File: config.mk
export PLATFORM = sky130hd
export DESIGN_NAME = hwrot_arbiter
export DESIGN_NICKNAME = d
export VERILOG_FILES = /design/src/rtl/hwrot_pkg.sv /design/src/rtl/hwrot_arbiter_rr_pick.sv /design/src/rtl/hwrot_arbiter.sv
export SDC_FILE = /design/constraint.sdc
export NUM_CORES = 1
export LEC_CHECK = 0
export CORE_AREA = 2 2 276 278
export DETAILED_ROUTE_END_ITERATION = 16
export DIE_AREA = 0 0 278 280
export DONT_BUFFER_PORTS = 1
export PLACE_DENSITY = 0.35
export SLEW_MARGIN = 5
export SYNTH_ARGS = -nofsm -noshare
export SYNTH_HDL_FRONTEND = slang
export SYNTH_SLANG_ARGS = --single-unit
export TNS_END_PERCENT = 20
File: constraint.sdc
create_clock -name i_clk -period 3.22 [get_ports i_clk]
set_input_delay 0.805 -clock i_clk [delete_from_list [all_inputs] [get_ports i_clk]]
set_output_delay 0.805 -clock i_clk [all_outputs]
set_load 0.01 [all_outputs]
File: src/rtl/hwrot_pkg.sv
// Shared definitions for the root-of-trust bus arbiter: core address map,
// arbiter state encoding and bus width.
package hwrot_pkg;

    localparam int HWROT_BUS_W = 64;

    // Core address map as seen in i_control[63:32]; 0 selects nothing.
    localparam logic [31:0] CORE_NONE   = 32'h00;
    localparam logic [31:0] CORE_SHA2   = 32'h20;
    localparam logic [31:0] CORE_SHA3   = 32'h30;
    localparam logic [31:0] CORE_EDDSA  = 32'h40;
    localparam logic [31:0] CORE_X25519 = 32'h50;
    localparam logic [31:0] CORE_TRNG   = 32'h60;
    localparam logic [31:0] CORE_AES    = 32'h70;
    localparam logic [31:0] CORE_PUF    = 32'h80;

    typedef enum logic [1:0] {
        ARB_IDLE  = 2'd0,
        ARB_OWN   = 2'd1,
        ARB_SCRUB = 2'd2
    } arb_state_e;

endpackage

File: src/rtl/hwrot_arbiter_rr_pick.sv
// Rotate-priority encoder: picks the first requester at or after ptr,
// wrapping around, and reports it one-hot and as an index.
import hwrot_pkg::*;

module rr_pick #(
    parameter int N_REQ = 2,
    parameter int IDX_W = 1
) (
    input  logic [N_REQ-1:0] req,
    input  logic [IDX_W-1:0] ptr,
    output logic [N_REQ-1:0] grant,
    output logic [IDX_W-1:0] idx,
    output logic             valid
);

    logic [IDX_W-1:0] cand [N_REQ];

    generate
        for (genvar gi = 0; gi < N_REQ; gi++) begin : g_cand
            assign cand[gi] = IDX_W'((int'(ptr) + gi) % N_REQ);
        end
    endgenerate

    // Scan from the lowest priority upward so the nearest requester wins last.
    always_comb begin
        idx   = '0;
        valid = 1'b0;
        for (int i = N_REQ - 1; i >= 0; i--) begin
            if (req[cand[i]]) begin
                idx   = cand[i];
                valid = 1'b1;
            end
        end
        grant = valid ? (N_REQ'(1) << idx) : '0;
    end

endmodule

File: src/rtl/hwrot_arbiter.sv
// Round-robin owner arbitration of the root-of-trust core bus with an
// address-0 scrub window between owners and an ownership watchdog.
import hwrot_pkg::*;

module hwrot_arbiter #(
    parameter int N_REQ        = 2,
    parameter int TIMEOUT      = 65536,
    parameter int SCRUB_CYCLES = 4
) (
    input  logic                           i_clk,
    input  logic                           i_rst,
    input  logic [N_REQ-1:0]               i_req,
    input  logic [HWROT_BUS_W*N_REQ-1:0]   i_data_in_req,
    input  logic [HWROT_BUS_W*N_REQ-1:0]   i_add_req,
    input  logic [HWROT_BUS_W*N_REQ-1:0]   i_control_req,
    output logic [N_REQ-1:0]               o_grant,
    output logic [N_REQ-1:0]               o_timeout,
    output logic [HWROT_BUS_W-1:0]         o_rdata,
    output logic [1:0]                     o_rend_op,
    output logic [HWROT_BUS_W-1:0]         o_data_in,
    output logic [HWROT_BUS_W-1:0]         o_add,
    output logic [HWROT_BUS_W-1:0]         o_control,
    input  logic [HWROT_BUS_W-1:0]         i_data_out,
    input  logic [1:0]                     i_end_op
);

    localparam int          IDX_W   = (N_REQ > 2) ? 2 : 1;
    localparam int          SC_W    = $clog2(SCRUB_CYCLES + 1);
    localparam logic [SC_W-1:0] SC_LAST = SC_W'(SCRUB_CYCLES - 1);
    localparam logic [31:0] TO_LAST = 32'(TIMEOUT) - 32'd1;

    arb_state_e              state_q, state_d;
    logic [IDX_W-1:0]        ptr_q, ptr_d;
    logic [IDX_W-1:0]        owner_q, owner_d;
    logic [31:0]             cnt_q, cnt_d;
    logic [SC_W-1:0]         scrub_q, scrub_d;
    logic [N_REQ-1:0]        grant_q, grant_d;
    logic [N_REQ-1:0]        timeout_q, timeout_d;
    logic [HWROT_BUS_W-1:0]  rdata_q, rdata_d;
    logic [1:0]              rend_q, rend_d;
    logic [HWROT_BUS_W-1:0]  data_in_q, data_in_d;
    logic [HWROT_BUS_W-1:0]  add_q, add_d;
    logic [HWROT_BUS_W-1:0]  control_q, control_d;

    logic [N_REQ-1:0]        pick_grant;
    logic [IDX_W-1:0]        pick_idx;
    logic                    pick_valid;

    rr_pick #(
        .N_REQ (N_REQ),
        .IDX_W (IDX_W)
    ) u_pick (
        .req   (i_req),
        .ptr   (ptr_q),
        .grant (pick_grant),
        .idx   (pick_idx),
        .valid (pick_valid)
    );

    always_comb begin
        state_d   = state_q;
        ptr_d     = ptr_q;
        owner_d   = owner_q;
        cnt_d     = cnt_q;
        scrub_d   = scrub_q;
        // Everything core-facing defaults to zero: only a live owner opens the path.
        grant_d   = '0;
        timeout_d = '0;
        rdata_d   = '0;
        rend_d    = '0;
        data_in_d = '0;
        add_d     = '0;
        control_d = '0;

        case (state_q)
            ARB_IDLE: begin
                if (pick_valid) begin
                    state_d = ARB_OWN;
                    owner_d = pick_idx;
                    grant_d = pick_grant;
                    ptr_d   = (pick_idx == IDX_W'(N_REQ - 1)) ? '0 : pick_idx + 1'b1;
                    cnt_d   = '0;
                end
            end
            ARB_OWN: begin
                if (!i_req[owner_q]) begin
                    state_d = ARB_SCRUB;
                    scrub_d = SC_LAST;
                end else if (TIMEOUT != 0 && cnt_q == TO_LAST) begin
                    state_d            = ARB_SCRUB;
                    scrub_d            = SC_LAST;
                    timeout_d[owner_q] = 1'b1;
                end else begin
                    grant_d   = grant_q;
                    cnt_d     = cnt_q + 32'd1;
                    data_in_d = i_data_in_req[int'(owner_q)*HWROT_BUS_W +: HWROT_BUS_W];
                    add_d     = i_add_req[int'(owner_q)*HWROT_BUS_W +: HWROT_BUS_W];
                    control_d = i_control_req[int'(owner_q)*HWROT_BUS_W +: HWROT_BUS_W];
                    rdata_d   = i_data_out;
                    rend_d    = i_end_op;
                end
            end
            ARB_SCRUB: begin
                if (scrub_q == '0) begin
                    state_d = ARB_IDLE;
                end else begin
                    scrub_d = scrub_q - 1'b1;
                end
            end
            default: state_d = ARB_IDLE;
        endcase
    end

    always_ff @(posedge i_clk or negedge i_rst) begin
        if (!i_rst) begin
            state_q   <= ARB_IDLE;
            ptr_q     <= '0;
            owner_q   <= '0;
            cnt_q     <= '0;
            scrub_q   <= '0;
            grant_q   <= '0;
            timeout_q <= '0;
            rdata_q   <= '0;
            rend_q    <= '0;
            data_in_q <= '0;
            add_q     <= '0;
            control_q <= '0;
        end else begin
            state_q   <= state_d;
            ptr_q     <= ptr_d;
            owner_q   <= owner_d;
            cnt_q     <= cnt_d;
            scrub_q   <= scrub_d;
            grant_q   <= grant_d;
            timeout_q <= timeout_d;
            rdata_q   <= rdata_d;
            rend_q    <= rend_d;
            data_in_q <= data_in_d;
            add_q     <= add_d;
            control_q <= control_d;
        end
    end

    assign o_grant   = grant_q;
    assign o_timeout = timeout_q;
    assign o_rdata   = rdata_q;
    assign o_rend_op = rend_q;
    assign o_data_in = data_in_q;
    assign o_add     = add_q;
    assign o_control = control_q;

endmodule

==> metrics.md, run 1 <==
| Metric | Value |
|---|---|
| Status | `completed` |
| Clock Tree Root | `clkbuf_16` |
| Rows | `101` |
| Yosys reg bits | `around 300` |
| Post-Place Cell Area | `0.0133 mm²` |
| Routability-driven placement congestion ratio | `0.745` |
| Critical Path RT | `approximately 3600 ps` |
| Most common cell after layout, fill and taps aside | `dfrtp_1` |
| I/O pin cnt | `716` |
| Fin. Hold Viols | `0` |
| Grt total ovfl | `0` |
| Cell area after synthesis | `around 0.012 mm²` |
| IO buf count | `0` |
| Final setup fails | `0` |
| Final-layout fill cell count | `approximately 8,000` |
| Post-detail-place hpwl | `roughly 30,000 µm` |
| CORE AREA | `between 0.07 and 0.08 mm²` |
| Max-cap violations | `0` |
| Ys async rst share | `1.00` |
| Clk_lat worst skew | `540 ps` |
| Sum Neg Setup Slack | `0 ps` |
| DRT Pass-1 Iters | `4` |
| Starting Density | `0.162` |
| Peak VDD IR | `781 µV` |
| Clock power frac | `0.337` |
| WL/cell | `19.9 µm` |
| Number of global-route vias before repair | `~8,000` |
| Worst slew margin | `0.0910` |
| DIE AREA | `0.0778 mm²` |
| Commonest non-fill, non-tap cells in the layout | `dfrtp_1 (300), nor2_1 (210), mux2i_1 (195)` |
| Design area | `0.0145 mm²` |
| CTS tree | `yes` |
| Register area share after synthesis | `0.617` |
| Fmax | `about 420 MHz` |
| Post-CTS Setup Inserts | `0` |
| Gate power share | `0.227` |
| RR Startpoint | `cnt_q[0]` |
| H-tree depth | `2` |
| RR Endpoint | `o_data_in[37]` |
| Count of different cell masters after synthesis | `49` |
| Antenna-violating nets left | `0` |
| Die H | `280 µm` |
| P_leak | `6.73 nW` |
| RSZ-0062 raised after global routing | `false` |
| Pwr Density | `835 mW/mm²` |
| Gr usage total | `0.0957` |
| Fin nets | `1,477` |
| Largest net degree at the start of global routing | `302` |
| Die width | `approximately 280 µm` |
| Via count | `7,897` |
| Crit Path Max Fanout | `a little under 70` |
| Slew @ Worst Pin | `roughly 1400 ps` |
| Syn nets | `1,486` |
| Drt first-iter violations | `around 360` |
| Residual DRC | `0` |
| FF-to-FF setup slack | `about 830 ps` |
| CP arrival | `~2800 ps` |
| Critical-path top delay cell | `nor3_4` |
| Register share of total power | `0.436` |
| Internal power | `8.08 mW` |
| Final period util | `0.743` |
| Slew Viols, Final | `0` |
| Reg clk slew, reported paths | `50 ps` |
| Antenna violations before repair | `9` |
| Ys flop type | `dfrtp_1` |
| Vias per cell | `3.88` |
| Mapped Avg Cell Area | `11.9 µm²` |
| CTS Buffer Depth | `3` |
| Switching share of power | `0.335` |
| Min-Delay Path Class | `in -> async` |
| Startpoint class of the critical path | `flip-flop` |
| Setup CP Type | `reg -> reg` |
| Psw | `4.06 mW` |
| Share of cells above drive strength 1 | `0.0841` |
| First-pass GRT wire length | `~55,000 µm` |
| Final wirelength | `40,400 µm` |
| Number of flops mapped to enable cells by yosys | `0` |
| Clock skew | `10.7 ps` |
| R2R depth | `7` |
| Mapped Cells | `between 1,000 and 1,500` |
| CP max stage delay | `430 ps` |
| Clock buffer count from CTS | `37` |
| Area grow syn2layout | `19.1%` |
| Num Clock Sinks | `301` |
| Crit-path cells | `ha_1, nand3_2, nor3_4, nand4_4, nand2_8, buf_12, nor2_1` |
| Crit. End Element | `flip-flop` |
| Yosys warns | `0` |
| Fin crit period | `roughly 2400 ps` |
cell type report:
type	count	area, µm²	share of cell area
repair buffers	20	208	0.0143
clock buffers	56	1110	0.0763
well taps	978	1220	0.0842
flip-flops and latches	301	7540	0.518
diodes	9	22.5	0.00155
clock inverters	9	83.8	0.00577
inverters	12	45.0	0.00310
multi-input cells	648	4310	0.297
flip-flops by register name (all words and copies together) (netlist names):
name,flops
ptr_q,1
o_control,64
cnt_q,32
o_rend_op,2
o_timeout,2
state_q,2
o_data_in,64
o_rdata,64
owner_q,1
o_grant,2
o_add,64
scrub_q,3
worst max-delay path: cells and delay by family, from the launching register on:
kind / cells / cell delay, ps
adders and majority gates: 1 / 200
buffers and inverters: 1 / 260
DFF: 1 / 390
and+or+nand+nor: 5 / 1330
worst max path at each step:
stage	depth (start not counted)	endpoint	slack [ps]	start
2_1_floorplan	6	cnt_q[12]	1110	i_req[1]
3_3_place_gp	6	o_control[63]	810	cnt_q[24]
3_5_place_dp	6	o_control[63]	800	cnt_q[24]
4_1_cts	6	o_data_in[20]	770	cnt_q[24]
5_1_grt	7	o_control[63]	610	cnt_q[0]
6_report	7	o_data_in[37]	830	cnt_q[0]
Yosys cell counts, types with 2 or more instances:
cell,count,share of area
a21o_1,3,0.0018
a21oi_1,17,0.0070
a31oi_1,6,0.0031
and2_1,2,0.0010
and3_1,67,0.034
and4_1,3,0.0022
buf_1,5,0.0015
buf_2,10,0.0041
buf_4,13,0.0080
buf_6,4,0.0037
clkbuf_1,36,0.011
dfrtp_1,301,0.62
ha_1,3,0.0031
inv_1,12,0.0037
mux2i_1,195,0.16
nand2_1,18,0.0055
nand2b_1,2,0.0010
nand3_1,21,0.0086
nand4_1,12,0.0061
nor2_1,210,0.065
nor3_1,9,0.0037
nor4_1,4,0.0020
o211ai_1,2,0.0012
o211ai_2,2,0.0020
o21ai_0,17,0.0070
o311ai_0,4,0.0029
o31ai_1,5,0.0031
o41ai_1,2,0.0014
or3_1,15,0.0077
or4_1,7,0.0043
xor2_1,4,0.0029
per-layer routing:
layer	vias up	GRT usage	share of wire
met5	-	0	0
met4	0	0.0464	0.027
met3	61	0.0324	0.082
met2	407	0.154	0.49
met1	3874	0.114	0.40
li1	3555	-	-
power by group through the flow:
stage | combinational, mW | sequential (mW) | clock [mW]
4_1_cts | 2.79 | 5.32 | 4.27
3_5_place_dp | 2.79 | 5.37 | 0
6_report | 2.76 | 5.30 | 4.09
5_1_grt | 3.02 | 5.36 | 4.43
3_3_place_gp | 2.76 | 5.41 | 0
2_1_floorplan | 2.19 | 5.09 | 0
kinds of logic (layout without fill, tap and decap cells):
kind of cell             count (synthesis)  in the layout  share of synthesized area
adder cells (fa/ha/maj)                  3              3                    0.00307
buffers and inverters                   80             97                     0.0321
AND/OR/NAND/NOR                        380            380                      0.150
AO/OA/AOI/OAI                           66             66                     0.0356
multiplexers                           195            195                      0.160
XOR/XNOR                                 4              4                    0.00287
flip-flops                             301            301                      0.617
other                                    0              9                          0
what timing repair did:
item / CTS / global route
setup endpoints to repair: 0 / 0
hold endpoints to repair: 301 / 70
resized for setup: 0 / 0
through the flow:
step           total power [mW]  instances  hold slack [ps]  worst slack (ps)  utilization
3_5_place_dp               8.17       1958              498               797        0.177
5_1_grt                    12.8       2032            -55.8               614        0.193
2_1_floorplan              7.28       1029              461              1110            -
6_report                   12.1       2033             16.8               827        0.193
3_3_place_gp               8.17       1958              484               813        0.177
4_1_cts                    12.4       2023            -73.7               768        0.193
Power figures use the tool's default switching activity.
==> run 2, diff against run 1 <==
- ABC_AREA: default -> 1
- CORE_AREA: 2 2 276 278 -> 2 2 280 282
- DIE_AREA: 0 0 278 280 -> 0 0 282 284
- PLACE_DENSITY: 0.35 -> 0.36
- clock period: 3.22 -> 1.9 ns (I/O delays scaled with it)
==> run 2 against run 1 <==
The run now ends with hold timing left. Core utilization rose by 1.4 points. Area after synthesis up 3.1%. Total power grew 77%. Hold slack worse by 370 ps. Wire length is 16% higher. Cell area up 9.8%. Critical path type unchanged. Highest routed layer is now met5.
==> metrics.md, run 2 <==
| Metric | Value |
|---|---|
| Status | `complete, but fails checks (was completed)` |
| Failing checks | `hold timing` |
| Worst hold slack | `-357 ps (was 16.8 ps)` |
| Clock power frac | `0.342 (was 0.337)` |
| Vias per cell | `3.91 (was 3.88)` |
| Pwr Density | `1340 mW/mm² (was 835 mW/mm²)` |
| Peak VDD IR | `860 µV (was 781 µV)` |
| Final wirelength | `46,700 µm (was 40,400 µm)` |
| Starting Density | `0.164 (was 0.162)` |
| Final std cells w/o fill | `2,609 (was 2,033)` |
| Mapped Cells | `1,458 (was 1,029)` |
| Count of different cell masters after synthesis | `28 (was 49)` |
| I/O pin cnt | `716 (unchanged)` |
| CTS tree | `yes (unchanged)` |
| Cell taking the most area after synthesis | `dfrtp_1 (unchanged)` |
| First-pass GRT wire length | `66,400 µm (was 55,300 µm)` |
| Hold Buf Count CTS | `34` |
| Reg clk slew, reported paths | `50 ps (about the same)` |
| Post-synthesis mux area share | `0 (was 0.160)` |
| H-tree depth | `2 (unchanged)` |
| Number of global-route vias before repair | `10,235 (was 8,079)` |
| Switching share of power | `0.361 (was 0.335)` |
| Largest family of logic cells by synthesized area | `simple AND/OR/NAND/NOR gates (was multiplexers)` |
| Routability-driven placement congestion ratio | `0.886 (was 0.745)` |
| Family with the most delay on the worst path | `buffers and inverters (was simple AND/OR/NAND/NOR gates)` |
| Psw | `7.76 mW (was 4.06 mW)` |
| Synth area leaders | `dfrtp_1 (60%), nand2_1 (16%), a21oi_1 (7.7%) (was dfrtp_1 (62%), mux2i_1 (16%), nor2_1 (6.5%))` |
| Xor-xnor portion of the synthesized cell area | `0.00626 (was 0.00287)` |
| CORE AREA | `0.0770 mm² (was 0.0752 mm²)` |
| Register area share after synthesis | `0.598 (was 0.617)` |
| Register share of total power | `0.407 (was 0.436)` |
| Post-Synth Adder-Cell Area | `0.00298 (was 0.00307)` |
| Via count | `10,204 (was 7,897)` |
| Cell area after synthesis | `0.0126 mm² (was 0.0122 mm²)` |
| Worst slew margin | `0.151 (was 0.0910)` |
| Clock skew | `10.8 ps (was 10.7 ps)` |
| Commonest non-fill, non-tap cells in the layout | `nand2_1 (526), dfrtp_1 (300), a21oi_1 (194) (was dfrtp_1 (300), nor2_1 (210), mux2i_1 (195))` |
| RSZ-0062 raised after global routing | `true (was false)` |
| Setup CP Type | `reg -> reg (unchanged)` |
| Mapped Avg Cell Area | `8.63 µm² (was 11.9 µm²)` |
| Most frequent cell after synthesis | `nand2_1 (was dfrtp_1)` |
| Rows | `102 (was 101)` |
| Die H | `284 µm (was 280 µm)` |
| Slew Viols, Final | `0 (unchanged)` |
| IO buf count | `0 (unchanged)` |
| Top cells by count, synth | `nand2_1 (527), dfrtp_1 (301), a21oi_1 (194), nor2_1 (132), inv_1 (97) (was dfrtp_1 (301), nor2_1 (210), mux2i_1 (195), and3_1 (67), clkbuf_1 (36))` |
| Residual DRC | `0 (unchanged)` |
| Area grow syn2layout | `26.8% (was 19.1%)` |
| Synth Area in Compound Gates | `0.0966 (was 0.0356)` |
| Buf/Inv on CP | `2 (was 1)` |
| Clk_lat worst skew | `540 ps (about the same)` |
| CTS Buffer Depth | `3 (unchanged)` |
| Startpoint class of the critical path | `flip-flop (unchanged)` |
| Final period util | `0.949 (was 0.743)` |
| Synth Area in Simple Gates | `0.231 (was 0.150)` |
| Yosys reg bits | `301 (unchanged)` |
| Antenna-violating nets left | `0 (unchanged)` |
| Drt first-iter violations | `597 (was 363)` |
| Gr usage total | `0.110 (was 0.0957)` |
| Antenna violations before repair | `7 (was 9)` |
| Fin nets | `1,996 (was 1,477)` |
| Grt total ovfl | `0 (unchanged)` |
| Critical Path RT | `2340 ps (was 3620 ps)` |
| Ys async rst share | `1.00 (unchanged)` |
| DRT Pass-1 Iters | `8 (was 4)` |
| Slew @ Worst Pin | `1270 ps (was 1360 ps)` |
| Cell total after placement | `2,503 (was 1,958)` |
| Crit-path cells | `buf_4, buf_12, nand2_1, a21oi_1 (was ha_1, nand3_2, nor3_4, nand4_4, nand2_8, buf_12, nor2_1)` |
| Number of flops mapped to enable cells by yosys | `0 (unchanged)` |
| Area share of the largest cell type after synthesis | `0.598 (was 0.617)` |
| Clock Tree Root | `clkbuf_16 (unchanged)` |
| Ys flop type | `dfrtp_1 (unchanged)` |
| Most common cell after layout, fill and taps aside | `nand2_1 (was dfrtp_1)` |
| Final Total Pwr | `21.5 mW (was 12.1 mW)` |
| CP arrival | `2250 ps (was 2790 ps)` |
| Max-cap violations | `0 (unchanged)` |
| Crit Path Max Fanout | `128 (was 69)` |
| Fmax | `554 MHz (was 418 MHz)` |
| Gate power share | `0.251 (was 0.227)` |
| Crit. End Element | `flip-flop (unchanged)` |
| Num Clock Sinks | `301 (unchanged)` |
| WL/cell | `17.9 µm (was 19.9 µm)` |
| Critical-path top delay cell | `dfrtp_4 (was nor3_4)` |
| Post-detail-place hpwl | `34,900 µm (was 29,700 µm)` |
| Largest net degree at the start of global routing | `302 (unchanged)` |
| Die width | `282 µm (was 278 µm)` |
| Yosys warns | `0 (unchanged)` |
| Share of cells above drive strength 1 | `0.124 (was 0.0841)` |
| P_leak | `7.63 nW (was 6.73 nW)` |
| DIE AREA | `0.0801 mm² (was 0.0778 mm²)` |
| Syn nets | `1,915 (was 1,486)` |
| Final setup fails | `0 (unchanged)` |
| Fin. Hold Viols | `301 (was 0)` |
| CP max stage delay | `430 ps (about the same)` |
| Clock buffer count from CTS | `38 (was 37)` |
| Min-Delay Path Class | `in -> async (unchanged)` |
| Internal power | `13.7 mW (was 8.08 mW)` |
| Fin crit period | `1800 ps (was 2390 ps)` |
run 2: worst register-to-register path, stage by stage (launching register included):
cell and delay (ps):
dfrtp_4 430, buf_4 290, buf_12 430, nand2_1 320
a21oi_1 240
run 2: power groups by stage:
stage	combinational [mW]	sequential, mW	clock, mW
after CTS	5.37	8.77	7.64
after global routing	6.03	8.83	7.90
after detailed placement	5.29	8.87	0
final	5.39	8.73	7.34
after floorplan	3.61	8.48	0
after global placement	5.25	8.92	0
run 2: what timing repair did:
item | CTS | global route
setup endpoints to repair | 0 | 221
buffers inserted | 0 | 2
hold endpoints to repair | 335 | 301
resized for setup | 0 | 11
run 2: path summary, 6_finish.rpt:
path / end / slack, ps / from / cells after the start
worst min register to register: scrub_q[1] / 470 / scrub_q[1] / 2
max in group asynchronous: o_data_in[9] / 1230 / i_rst / 0
worst max-delay path: o_add[6] / 100 / owner_q / 4
worst max register to register: o_add[6] / 100 / owner_q / 4
worst min-delay path: cnt_q[20] / -360 / i_rst / 0
min in group i_clk: o_rdata[41] / 50 / i_data_out[41] / 2
run 2: final cells by class:
type	count	area, µm²
tap	1040	1300
fill	8520	61000
antenna	2	5.00
clock inverter	9	104
clock buffer	59	1160
inverter	104	395
timing repair buffer	120	1190
sequential	301	7540
multi-input combinational	974	4270
run 2: through the flow:
step	utilization	worst slack [ps]	hold WS [ps]	setup TNS (ps)	cell area (µm²)
after floorplan	-	105	179	0	12600
after global placement	0.186	30.5	196	0	14300
after detailed placement	0.186	44.6	196	0	14300
after CTS	0.207	2.81	-401	0	15900
after global routing	0.207	-20.5	-396	-89.9	16000
final	0.207	96.2	-357	0	16000
run 2: per-layer routing:
metal  routed length, µm  part of all wire  GRT usage  vias up
li1                    -                 -          -     4706
met1               17800              0.38      0.125     4928
met2               23100              0.49      0.188      489
met3                4190             0.090     0.0351       77
met4                1590             0.034     0.0448        4
met5                  24           0.00051          0        -
run 2: cell families after synthesis:
logic type	after synthesis
flip-flops	301
AND/OR/NAND/NOR	732
XOR/XNOR	9
buffers and inverters	183
AO/OA/AOI/OAI	230
adder cells (fa/ha/maj)	3
